<file path="src/rtl/clock_pkg.sv">
// ============================================================================
// clock_pkg : shared mode encodings, field limits and ring-step helpers
// Rev 1.0   : initial release
// ============================================================================
`default_nettype none

package clock_pkg;

  typedef enum logic [2:0] {
    CLOCK  = 3'd0,
    T_HOUR = 3'd1,
    T_MIN  = 3'd2,
    A_HOUR = 3'd3,
    A_MIN  = 3'd4
  } mode_e;

  localparam int unsigned HOUR_MAX   = 23;
  localparam int unsigned MIN_MAX    = 59;
  localparam int unsigned HOUR_W     = 5;
  localparam int unsigned MIN_W      = 6;
  localparam int unsigned RING_CNT_W = 7;

  // The four set-up modes form a ring; CLOCK is never part of it.
  function automatic mode_e step_fwd(input mode_e m);
    case (m)
      T_HOUR:  step_fwd = T_MIN;
      T_MIN:   step_fwd = A_HOUR;
      A_HOUR:  step_fwd = A_MIN;
      default: step_fwd = T_HOUR;
    endcase
  endfunction

  function automatic mode_e step_back(input mode_e m);
    case (m)
      T_HOUR:  step_back = A_MIN;
      T_MIN:   step_back = T_HOUR;
      A_HOUR:  step_back = T_MIN;
      default: step_back = A_HOUR;
    endcase
  endfunction

endpackage

`default_nettype wire

</file>
<file path="src/rtl/mod_updown_counter.sv">
// ============================================================================
// mod_updown_counter : registered modulo-(MAX+1) counter, wraps both ways
// Rev 1.0            : initial release
// ============================================================================
`default_nettype none

module mod_updown_counter #(
  parameter int unsigned MAX     = 59,
  parameter int unsigned W       = 6,
  parameter int unsigned RST_VAL = 0
) (
  input  logic         clk,
  input  logic         rst_n,
  input  logic         inc_i,
  input  logic         dec_i,
  output logic [W-1:0] value_o
);

  logic [W-1:0] value_q, value_d;

  always_comb begin
    value_d = value_q;
    if (inc_i && !dec_i) begin
      value_d = (value_q == W'(MAX)) ? '0 : value_q + W'(1);
    end else if (dec_i && !inc_i) begin
      value_d = (value_q == '0) ? W'(MAX) : value_q - W'(1);
    end
  end

  always_ff @(posedge clk or negedge rst_n) begin
    if (!rst_n) value_q <= W'(RST_VAL);
    else        value_q <= value_d;
  end

  assign value_o = value_q;

endmodule

`default_nettype wire

</file>
<file path="src/rtl/alarm_controller.sv">
// ============================================================================
// alarm_controller : mode sequencer, alarm registers and ring scheduler
// Optional snooze feature enabled by defining ALARM_SNOOZE_EN.
// Rev 1.0          : initial release
// ============================================================================
`default_nettype none

module alarm_controller
  import clock_pkg::*;
#(
  parameter int unsigned RING_SEC       = 60,
  parameter int unsigned ALARM_RST_HOUR = 7,
  parameter int unsigned ALARM_RST_MIN  = 0
`ifdef ALARM_SNOOZE_EN
  , parameter int unsigned SNOOZE_SEC   = 300
`endif
) (
  input  logic              clk,
  input  logic              rst,
  input  logic              tick_1hz,
  input  logic              btn_c,
  input  logic              btn_u,
  input  logic              btn_d,
  input  logic              btn_l,
  input  logic              btn_r,
  input  logic [HOUR_W-1:0] time_hour,
  input  logic [MIN_W-1:0]  time_min,
  input  logic [MIN_W-1:0]  time_sec,
  output logic [2:0]        mode,
  output logic              enable_clock,
  output logic              t_hour_inc,
  output logic              t_hour_dec,
  output logic              t_min_inc,
  output logic              t_min_dec,
  output logic [HOUR_W-1:0] alarm_hour,
  output logic [MIN_W-1:0]  alarm_min,
  output logic              alarm_armed,
  output logic              ringing,
  output logic              disp_sel,
  output logic              blink
);

  mode_e                 state_q, state_d;
  logic                  armed_q, armed_d;
  logic                  ringing_q, ringing_d;
  logic                  blink_q, blink_d;
  logic                  en_clk_q, en_clk_d;
  logic                  disp_sel_q, disp_sel_d;
  logic [3:0]            cmd_q, cmd_d;   // {hour_inc, hour_dec, min_inc, min_dec}
  logic [RING_CNT_W-1:0] ring_cnt_q, ring_cnt_d;
  logic                  ah_inc, ah_dec, am_inc, am_dec;

  logic [4:0] btns;
  logic       valid, press, silence, match;

`ifdef ALARM_SNOOZE_EN
  localparam int unsigned SNZ_W = $clog2(SNOOZE_SEC + 1);
  logic             snoozing_q, snoozing_d;
  logic [SNZ_W-1:0] snz_cnt_q, snz_cnt_d;
`endif

  assign btns  = {btn_c, btn_u, btn_d, btn_l, btn_r};
  assign valid = $onehot(btns);
  // A valid press while ringing only silences; otherwise it drives the FSM.
  assign press   = valid && !ringing_q;
  assign silence = valid && ringing_q;
  assign match   = (state_q == CLOCK) && armed_q && tick_1hz && !ringing_q &&
                   (time_sec == '0) && (time_hour == alarm_hour) &&
                   (time_min == alarm_min);

  always_comb begin
    state_d    = state_q;
    armed_d    = armed_q;
    ringing_d  = ringing_q;
    ring_cnt_d = ring_cnt_q;
    blink_d    = blink_q ^ tick_1hz;
    cmd_d      = 4'b0000;
    ah_inc     = 1'b0;
    ah_dec     = 1'b0;
    am_inc     = 1'b0;
    am_dec     = 1'b0;
`ifdef ALARM_SNOOZE_EN
    snoozing_d = snoozing_q;
    snz_cnt_d  = snz_cnt_q;
`endif

    if (silence) begin
      ringing_d  = 1'b0;
      ring_cnt_d = '0;
`ifdef ALARM_SNOOZE_EN
      if (btn_u) begin
        snoozing_d = 1'b1;
        snz_cnt_d  = SNZ_W'(SNOOZE_SEC);
      end
`endif
    end else if (ringing_q && tick_1hz) begin
      if (ring_cnt_q == RING_CNT_W'(RING_SEC - 1)) begin
        ringing_d  = 1'b0;
        ring_cnt_d = '0;
      end else begin
        ring_cnt_d = ring_cnt_q + RING_CNT_W'(1);
      end
    end

`ifdef ALARM_SNOOZE_EN
    // Any press cancels a pending snooze; presses are the only way out of CLOCK.
    if (snoozing_q) begin
      if (press) begin
        snoozing_d = 1'b0;
      end else if (tick_1hz) begin
        if (snz_cnt_q <= SNZ_W'(1)) begin
          snoozing_d = 1'b0;
          snz_cnt_d  = '0;
          ringing_d  = 1'b1;
          ring_cnt_d = '0;
        end else begin
          snz_cnt_d = snz_cnt_q - SNZ_W'(1);
        end
      end
    end
`endif

    if (press) begin
      if (state_q == CLOCK) begin
        if (btn_c)      state_d = T_HOUR;
        else if (btn_d) armed_d = !armed_q;
      end else if (btn_c) begin
        state_d = CLOCK;
      end else if (btn_r) begin
        state_d = step_fwd(state_q);
      end else if (btn_l) begin
        state_d = step_back(state_q);
      end else begin
        case (state_q)
          T_HOUR:  cmd_d = {btn_u, btn_d, 2'b00};
          T_MIN:   cmd_d = {2'b00, btn_u, btn_d};
          A_HOUR:  begin ah_inc = btn_u; ah_dec = btn_d; end
          A_MIN:   begin am_inc = btn_u; am_dec = btn_d; end
          default: ;
        endcase
      end
    end

    if (match) begin
      ringing_d  = 1'b1;
      ring_cnt_d = '0;
`ifdef ALARM_SNOOZE_EN
      snoozing_d = 1'b0;
`endif
    end

    en_clk_d   = (state_d == CLOCK);
    disp_sel_d = (state_d == A_HOUR) || (state_d == A_MIN);
  end

  always_ff @(posedge clk or negedge rst) begin
    if (!rst) begin
      state_q    <= CLOCK;
      armed_q    <= 1'b0;
      ringing_q  <= 1'b0;
      ring_cnt_q <= '0;
      blink_q    <= 1'b0;
      en_clk_q   <= 1'b1;
      disp_sel_q <= 1'b0;
      cmd_q      <= 4'b0000;
    end else begin
      state_q    <= state_d;
      armed_q    <= armed_d;
      ringing_q  <= ringing_d;
      ring_cnt_q <= ring_cnt_d;
      blink_q    <= blink_d;
      en_clk_q   <= en_clk_d;
      disp_sel_q <= disp_sel_d;
      cmd_q      <= cmd_d;
    end
  end

`ifdef ALARM_SNOOZE_EN
  always_ff @(posedge clk or negedge rst) begin
    if (!rst) begin
      snoozing_q <= 1'b0;
      snz_cnt_q  <= '0;
    end else begin
      snoozing_q <= snoozing_d;
      snz_cnt_q  <= snz_cnt_d;
    end
  end
`endif

  mod_updown_counter #(
    .MAX     (HOUR_MAX),
    .W       (HOUR_W),
    .RST_VAL (ALARM_RST_HOUR)
  ) u_alarm_hour (
    .clk     (clk),
    .rst_n   (rst),
    .inc_i   (ah_inc),
    .dec_i   (ah_dec),
    .value_o (alarm_hour)
  );

  mod_updown_counter #(
    .MAX     (MIN_MAX),
    .W       (MIN_W),
    .RST_VAL (ALARM_RST_MIN)
  ) u_alarm_min (
    .clk     (clk),
    .rst_n   (rst),
    .inc_i   (am_inc),
    .dec_i   (am_dec),
    .value_o (alarm_min)
  );

  assign mode         = state_q;
  assign enable_clock = en_clk_q;
  assign t_hour_inc   = cmd_q[3];
  assign t_hour_dec   = cmd_q[2];
  assign t_min_inc    = cmd_q[1];
  assign t_min_dec    = cmd_q[0];
  assign alarm_armed  = armed_q;
  assign ringing      = ringing_q;
  assign disp_sel     = disp_sel_q;
  assign blink        = blink_q;

endmodule

`default_nettype wire

</file>
<file path="config.mk">
export PLATFORM = sky130hd
export DESIGN_NAME = alarm_controller
export DESIGN_NICKNAME = d
export VERILOG_FILES = /design/src/rtl/clock_pkg.sv /design/src/rtl/mod_updown_counter.sv /design/src/rtl/alarm_controller.sv
export SDC_FILE = /design/constraint.sdc
export NUM_CORES = 1
export LEC_CHECK = 0
export BUFFER_PORTS_ARGS = -buffer_cell sky130_fd_sc_hd__buf_4
export CORE_MARGIN = 8
export CORE_UTILIZATION = 50
export CTS_CLUSTER_DIAMETER = 40
export DETAILED_ROUTE_END_ITERATION = 6
export MAX_ROUTING_LAYER = met4
export PLACE_DENSITY_LB_ADDON = 0.12
export SLEW_MARGIN = 10
export SYNTH_ARGS = -nofsm -noshare
export SYNTH_HDL_FRONTEND = slang
export SYNTH_SLANG_ARGS = --single-unit
</file>
<file path="constraint.sdc">
create_clock -name clk -period 5.3 [get_ports clk]
set_input_delay 1.06 -clock clk [delete_from_list [all_inputs] [get_ports clk]]
set_output_delay 1.06 -clock clk [all_outputs]
set_load 0.03 [all_outputs]
</file>
---- Yosys cells after proc, flatten, opt, wreduce, memory -nomap -nowiden ----
Index checks and enable logic that the tools add are counted.
Widths: inputs -> output; s select.
word-level totals
  word-level logic and storage cells ...... 118
  output and inout bits ................... 23
  register bits ........................... 30
  input bits .............................. 25
operators by class
  reductions and logical operators ........ 31
  multiplexer cells ....................... 54
  bitwise logic cells ..................... 2
  equality and inequality tests ........... 12
  add/subtract/negate cells ............... 9
operators by type and width
  operator             count
  $mux 1               28
  $mux 7               4
  $mux 6               4
  $mux 4               5
  $mux 5               4
  $mux 3               6
  $pmux 3 s3           2
  $logic_and 1x1->1    13
  $logic_not 6->1      2
  $eq 3x2->1 const B   3
  $pmux 4 s2           1
  $add 7x1->7 const B  1
  $eq 7x6->1 const B   1
  $add 6x1->6 const B  1
  $eq 3x1->1 const B   2
  $eq 3x3->1 const B   2
  $eq 6x6->1           1
  $eq 6x6->1 const B   1
  $logic_not 1->1      6
  $logic_not 3->1      2
  $reduce_bool 3->1    2
  $sub 6x1->6 const B  1
  $add 5x1->5 const B  1
  $eq 5x5->1           1
  other kinds (12)     14

---- Longest topological paths before layout ----
  depth in word-level cells ............... 11
  gate-level depth with buffers ........... 16
  gate-level depth less buffers ........... 15

---- Cells and area by module ----
From an unflattened synthesis, not the netlist that was laid out.
unflattened totals
  cells, all modules ...................... 249
  area total of the unflattened synthesis .. 2105.8 um^2
by module, submodules not included
  module                              seq. area each (um^2)  cells an instance  times used  area each (um^2)
  alarm_controller                    476.7                  138                1           1191.1
  mod_updown_counter at u_alarm_min   150.1                  68                 1           524.3
  mod_updown_counter at u_alarm_hour  128.9                  43                 1           390.4

---- Worst setup path after synthesis ----
No wires, ideal clock.
  kind .................................... input -> register
  start point ............................. input port btn_c
  end point ............................... register u_alarm_hour.value_q[4], in the netlist u_alarm_hour.value_o[4]
  cell stages on the path ................. 15
  arrival ................................. 4.381 ns
  library setup time ...................... 0.067 ns
  buffers on the path ..................... 1
  data required time ...................... 5.233 ns
  setup slack ............................. 0.852 ns
  path through ............................ inv_1 fa_1 fa_1 inv_1 ha_1 or4_4 nor2_4 and3_1 nand3_1 ha_1 clkbuf_1 nor4b_1 a31oi_1 or4_1 nand2_1
between the ends
  cells in the longest elaborated chain, start to end .. 7
  elaborated cells on any way between the ends .. 15
  those cells by class .................... add/sub: 1; eq/ne: 1; mux: 7; reduce/logical: 6
ends and longest elaborated chain
  element                                             line                                                text
  start, declared                                     alarm_controller.sv:21                              input logic btn_c,
  $add 3x1->3 (implied by the code)                   alarm_controller.sv:63                              assign valid = $onehot(btns);
  $eq 3x1->1                                          alarm_controller.sv:63
  $logic_and 1x1->1                                   alarm_controller.sv:65                              assign press = valid && !ringing_q;
  $mux 1                                              alarm_controller.sv:123                             if (press) begin
  $logic_not 1->1, on equally long branches           mod_updown_counter.sv:23, mod_updown_counter.sv:25
  $logic_and 1x1->1, on equally long branches         mod_updown_counter.sv:23, mod_updown_counter.sv:25
  $mux 5 / $reduce_bool 2->1 (equally long branches)  --
  end signal, assigned                                mod_updown_counter.sv:31                            if (!rst_n) value_q <= W'(RST_VAL);
  end signal, assigned                                mod_updown_counter.sv:32                            else value_q <= value_d;
  end, declared                                       mod_updown_counter.sv:19                            logic [W-1:0] value_q, value_d;
Parallel ways exist; a longest one is shown, timed or not.
A chain may end at the register's enable or synchronous reset.

---- Worst setup path in the final report ----
Same ends and word-level chain as after synthesis.

==> impl.org <==
** Route
- The final layout contains routed wiring with a total length of roughly 5.2 mm.
- Number of DRC violations after detailed routing :: 0
- The first detailed-routing pass ran for 4 iterations.
- The detail route stage leaves a number of antenna-violating nets equal to 0.
- The first routing iteration left approximately 110 violations.
- WL/cell :: roughly 15 um
- In the routed layout, each cell is associated on average with a via count of between 5 and 6.
- Across all layers, the routed design uses around 2000 vias.

** Final layout
- In the final layout, the share of cells above drive strength 1 is 0.230.
- Fill cells in the final layout number ~400.
- Area delta synth->final :: 20.9%
- Sequential cell area in the final layout :: 756 sq um
- Post-layout nets :: about 340
- The multi-input combinational cells in the finished layout cover a total of 1280 sq um.
- The repair_antennas step left the layout with diodes totalling 0.
- For this run, the share of the core covered by cells in the final layout is 0.614.

** Floorplan
- Die span in y :: ~80 um
- Initial core utilization :: 0.508
- During I/O placement, the number of pins put on the boundary was 48.
- Die X :: between 80 and 90 um
- The core region is around 4300 sq um.
- Die area :: approximately 6700 sq um
- Number of rows created at floorplan :: 24

** GRT
- The number of antenna violations at the first check in global routing is 0.
- Final global-route overflow total :: 0
- Largest net degree at the start of global routing :: 31
- Across every metal layer, demand over resource in global routing totals 0.173.
- The via count of the first global-routing pass came to ~1900.
- Global-route wire length before repair :: about 9.0 mm

** STA
- Timing would allow up to 227 MHz.
- Final clock skew :: 0.00516 ns
- Measured against its own limit, the worst slew margin works out to 0.627.
- Setup violations remaining at the end of the flow were counted as 0.
- Counting I/O delays and the setup requirement, the final critical path takes approximately 4.4 ns.
- Transition time at the pin with the least slew margin :: roughly 0.56 ns
- Number of hold violations in the final report :: 0
- The final max-slew violation count was 0.
- Tcrit/Tclk final :: 0.831
- Setup total negative slack on the finished layout was measured at 0 ns.
- RSZ-0062 raised after global routing :: no

** Worst setup path
- The largest single stage delay on the critical path is 0.59 ns.
- On the critical path the largest part of the delay comes from simple AND/OR/NAND/NOR gates.
- Worst reg2reg path startpoint :: ringing
- R2R Setup Slk :: roughly 2.6 ns
- STA puts the critical path data arrival time at approximately 4.6 ns.
- The signal on the critical path passes through buf_4 > inv_1 > fa_1 > fa_1 > inv_1 > ha_1 > or4_4 > nor2_4 > and3_1 > nand3_1 > ha_1 > nor4b_1 > a31oi_1 > or4_1 > nand2_1.
- Together, buffers and inverters on the worst path number 3.
- Capturing element type of the critical path :: flip-flop
- Highest net fanout along the worst path :: 9
- Sort of element at the start of the critical path :: input port
- The slowest stage of the critical path is the or4_4 cell.
- Path depth of the worst reg2reg path :: 9
- STA puts the critical path data required time at around 5.5 ns.
- Start point of the critical path :: btn_c
- Worst r2r dst :: u_alarm_hour.value_o[4]
- Setup CP Type :: input port to flip-flop
- Endpoint of the worst setup timing path :: u_alarm_hour.value_o[4]
- Counting buffers and inverters, the worst setup path is 15 cells deep.

** Logic synthesis
- Unique cell type count in the Yosys netlist :: 52
- For this run, the leading register cell type out of synthesis is dfrtp_1.
- A synthesized cell averages 8.33 sq um.
- Share of async-settable or async-resettable flops after synthesis :: 1.00
- After synthesis, the cell types taking the most area are dfrtp_1 30%, xnor2_1 5.3%, ha_1 5.2%.
- In the synthesized netlist, the number of instances is 260.
- After synthesis the netlist holds a flip-flop and latch count of 30.
- nor2_1 is the most common cell in the netlist.
- Top cell type's share of synthesized area :: 0.300
- Number of flops mapped to enable cells by yosys :: 0
- Post-synthesis sequential area ratio :: 0.349
- In the synthesized netlist, the cells that appear most often are 30 x nor2_1, 26 x dfrtp_1, 19 x a21oi_1.
- For this run, the number of Yosys warnings is 0.
- Top cell type by total area after synthesis :: dfrtp_1
- Counting every net in the synthesized netlist gives approximately 300.
- After synthesis the cells add up to about 2200 sq um.

** Power and ir drop
- Worst supply voltage drop on vdd :: about 0.16 mV
- Power spread over the standard cell area amounts to between 300 and 400 nW/um^2.
- Summed over all cells, the static leakage comes to 1.15 nW.

** Place
- Post-DP HPWL :: just under 4 mm
- Port-buffer cells :: 47
- At the end of routability-driven placement, the weighted congestion stood at 0.924.

** Clock network
- The root buffer cell chosen for the clock tree is clkbuf_8.
- Clock sink count :: 30
- Clock latency on the worst-skew pair, taken at its later pin, is about 0.28 ns.
- Post-CTS setup-driven buffer insertion count :: 0
- Clock tree synthesis inserted a total of 5 buffers.
- Buffers inserted to repair hold after CTS numbered 0.
- H-Tree Depth :: 2
- TritonCTS clock tree :: built
- After clock tree synthesis, the repair step resized 0 gates.
- Bufs on Longest Clock Path :: 2
- After clock tree synthesis, the clock-pin slew on the worst setup and hold paths is 0.07 ns.

** Worst hold path
- Min-delay worst type :: flip-flop to flip-flop

** Flow run
- Max-cap viol count :: 0

** Run status
- Status :: completed
layout make-up:
cell class                      count  area share
Multi-Input combinational cell    197       0.488
Sequential cell                    30       0.289
Clock buffer                        6      0.0315
Clock inverter                      2     0.00478
Inverter                           17      0.0244
Tap cell                           52      0.0248
Timing Repair Buffer               48       0.138
how the worst min path moves through the flow:
| stage | start | endpoint | slack (ns) | depth (start not counted) |
|---|---|---|---|---|
| 6_report | blink | blink | 0.47 | 1 |
| 5_1_grt | blink | blink | 0.51 | 1 |
| 3_3_place_gp | blink | blink | 0.46 | 1 |
| 3_5_place_dp | blink | blink | 0.46 | 1 |
| 4_1_cts | blink | blink | 0.47 | 1 |
| 2_1_floorplan | ring_cnt_q[5] | ring_cnt_q[5] | 0.52 | 2 |
registers in the layout (all words and copies together), names as in the netlist:
signal	cells
disp_sel	1
ringing	1
enable_clock	1
blink	1
ring_cnt_q	7
u_alarm_hour.value_o	5
mode	3
cmd_q	4
u_alarm_min.value_o	6
alarm_armed	1
power by group:
group / switching (W) / internal (W) / leakage [nW] / total (W)
sequential: 0.0000633 / 0.000265 / 0.398 / 0.000328
clock: 0.0000934 / 0.000104 / 0.0472 / 0.000198
combinational: 0.000192 / 0.000146 / 0.708 / 0.000338
total: 0.000349 / 0.000515 / 1.15 / 0.000864
per-layer routing:
layer / vias to the layer above / GRT usage / wire length [um]
li1: 999 / - / -
met1: 926 / 0.221 / 2410
met2: 57 / 0.264 / 2500
met3: 6 / 0.0372 / 272
met5: - / - / 0
met4: 0 / 0.0632 / 53
cell usage in the layout (no fill, tap or decap), drive strengths merged, types with 9 or more instances in the layout:
| master | count |
|---|---|
| o21ai | 20 |
| inv | 17 |
| xnor2 | 13 |
| buf | 48 |
| dfrtp | 26 |
| ha | 9 |
| nor3 | 11 |
| nor2 | 31 |
| nand2 | 17 |
| a21oi | 19 |
| nand3 | 12 |
per-stage QoR:
step | hold WS [ns] | cell area (sq um) | worst slack [ns] | instances | total power, W
global route | 0.512 | 2620 | 0.646 | 352 | 0.000920
detailed placement | 0.455 | 2520 | 0.565 | 344 | 0.000670
CTS | 0.475 | 2620 | 0.899 | 352 | 0.000869
global placement | 0.458 | 2520 | 0.670 | 344 | 0.000667
finish | 0.469 | 2620 | 0.894 | 352 | 0.000864
floorplan | 0.524 | 2170 | 0.852 | 260 | 0.000561
cell families after synthesis:
group / count (synthesis) / share of synthesized area
multiplexers: 2 / 0.00924
AND/OR/NAND/NOR: 105 / 0.264
buffers and inverters: 33 / 0.0607
adder cells (fa/ha/maj): 11 / 0.0705
AO/OA/AOI/OAI: 61 / 0.174
flip-flops: 30 / 0.349
XOR/XNOR: 18 / 0.0728
Power figures use the tool's default switching activity.
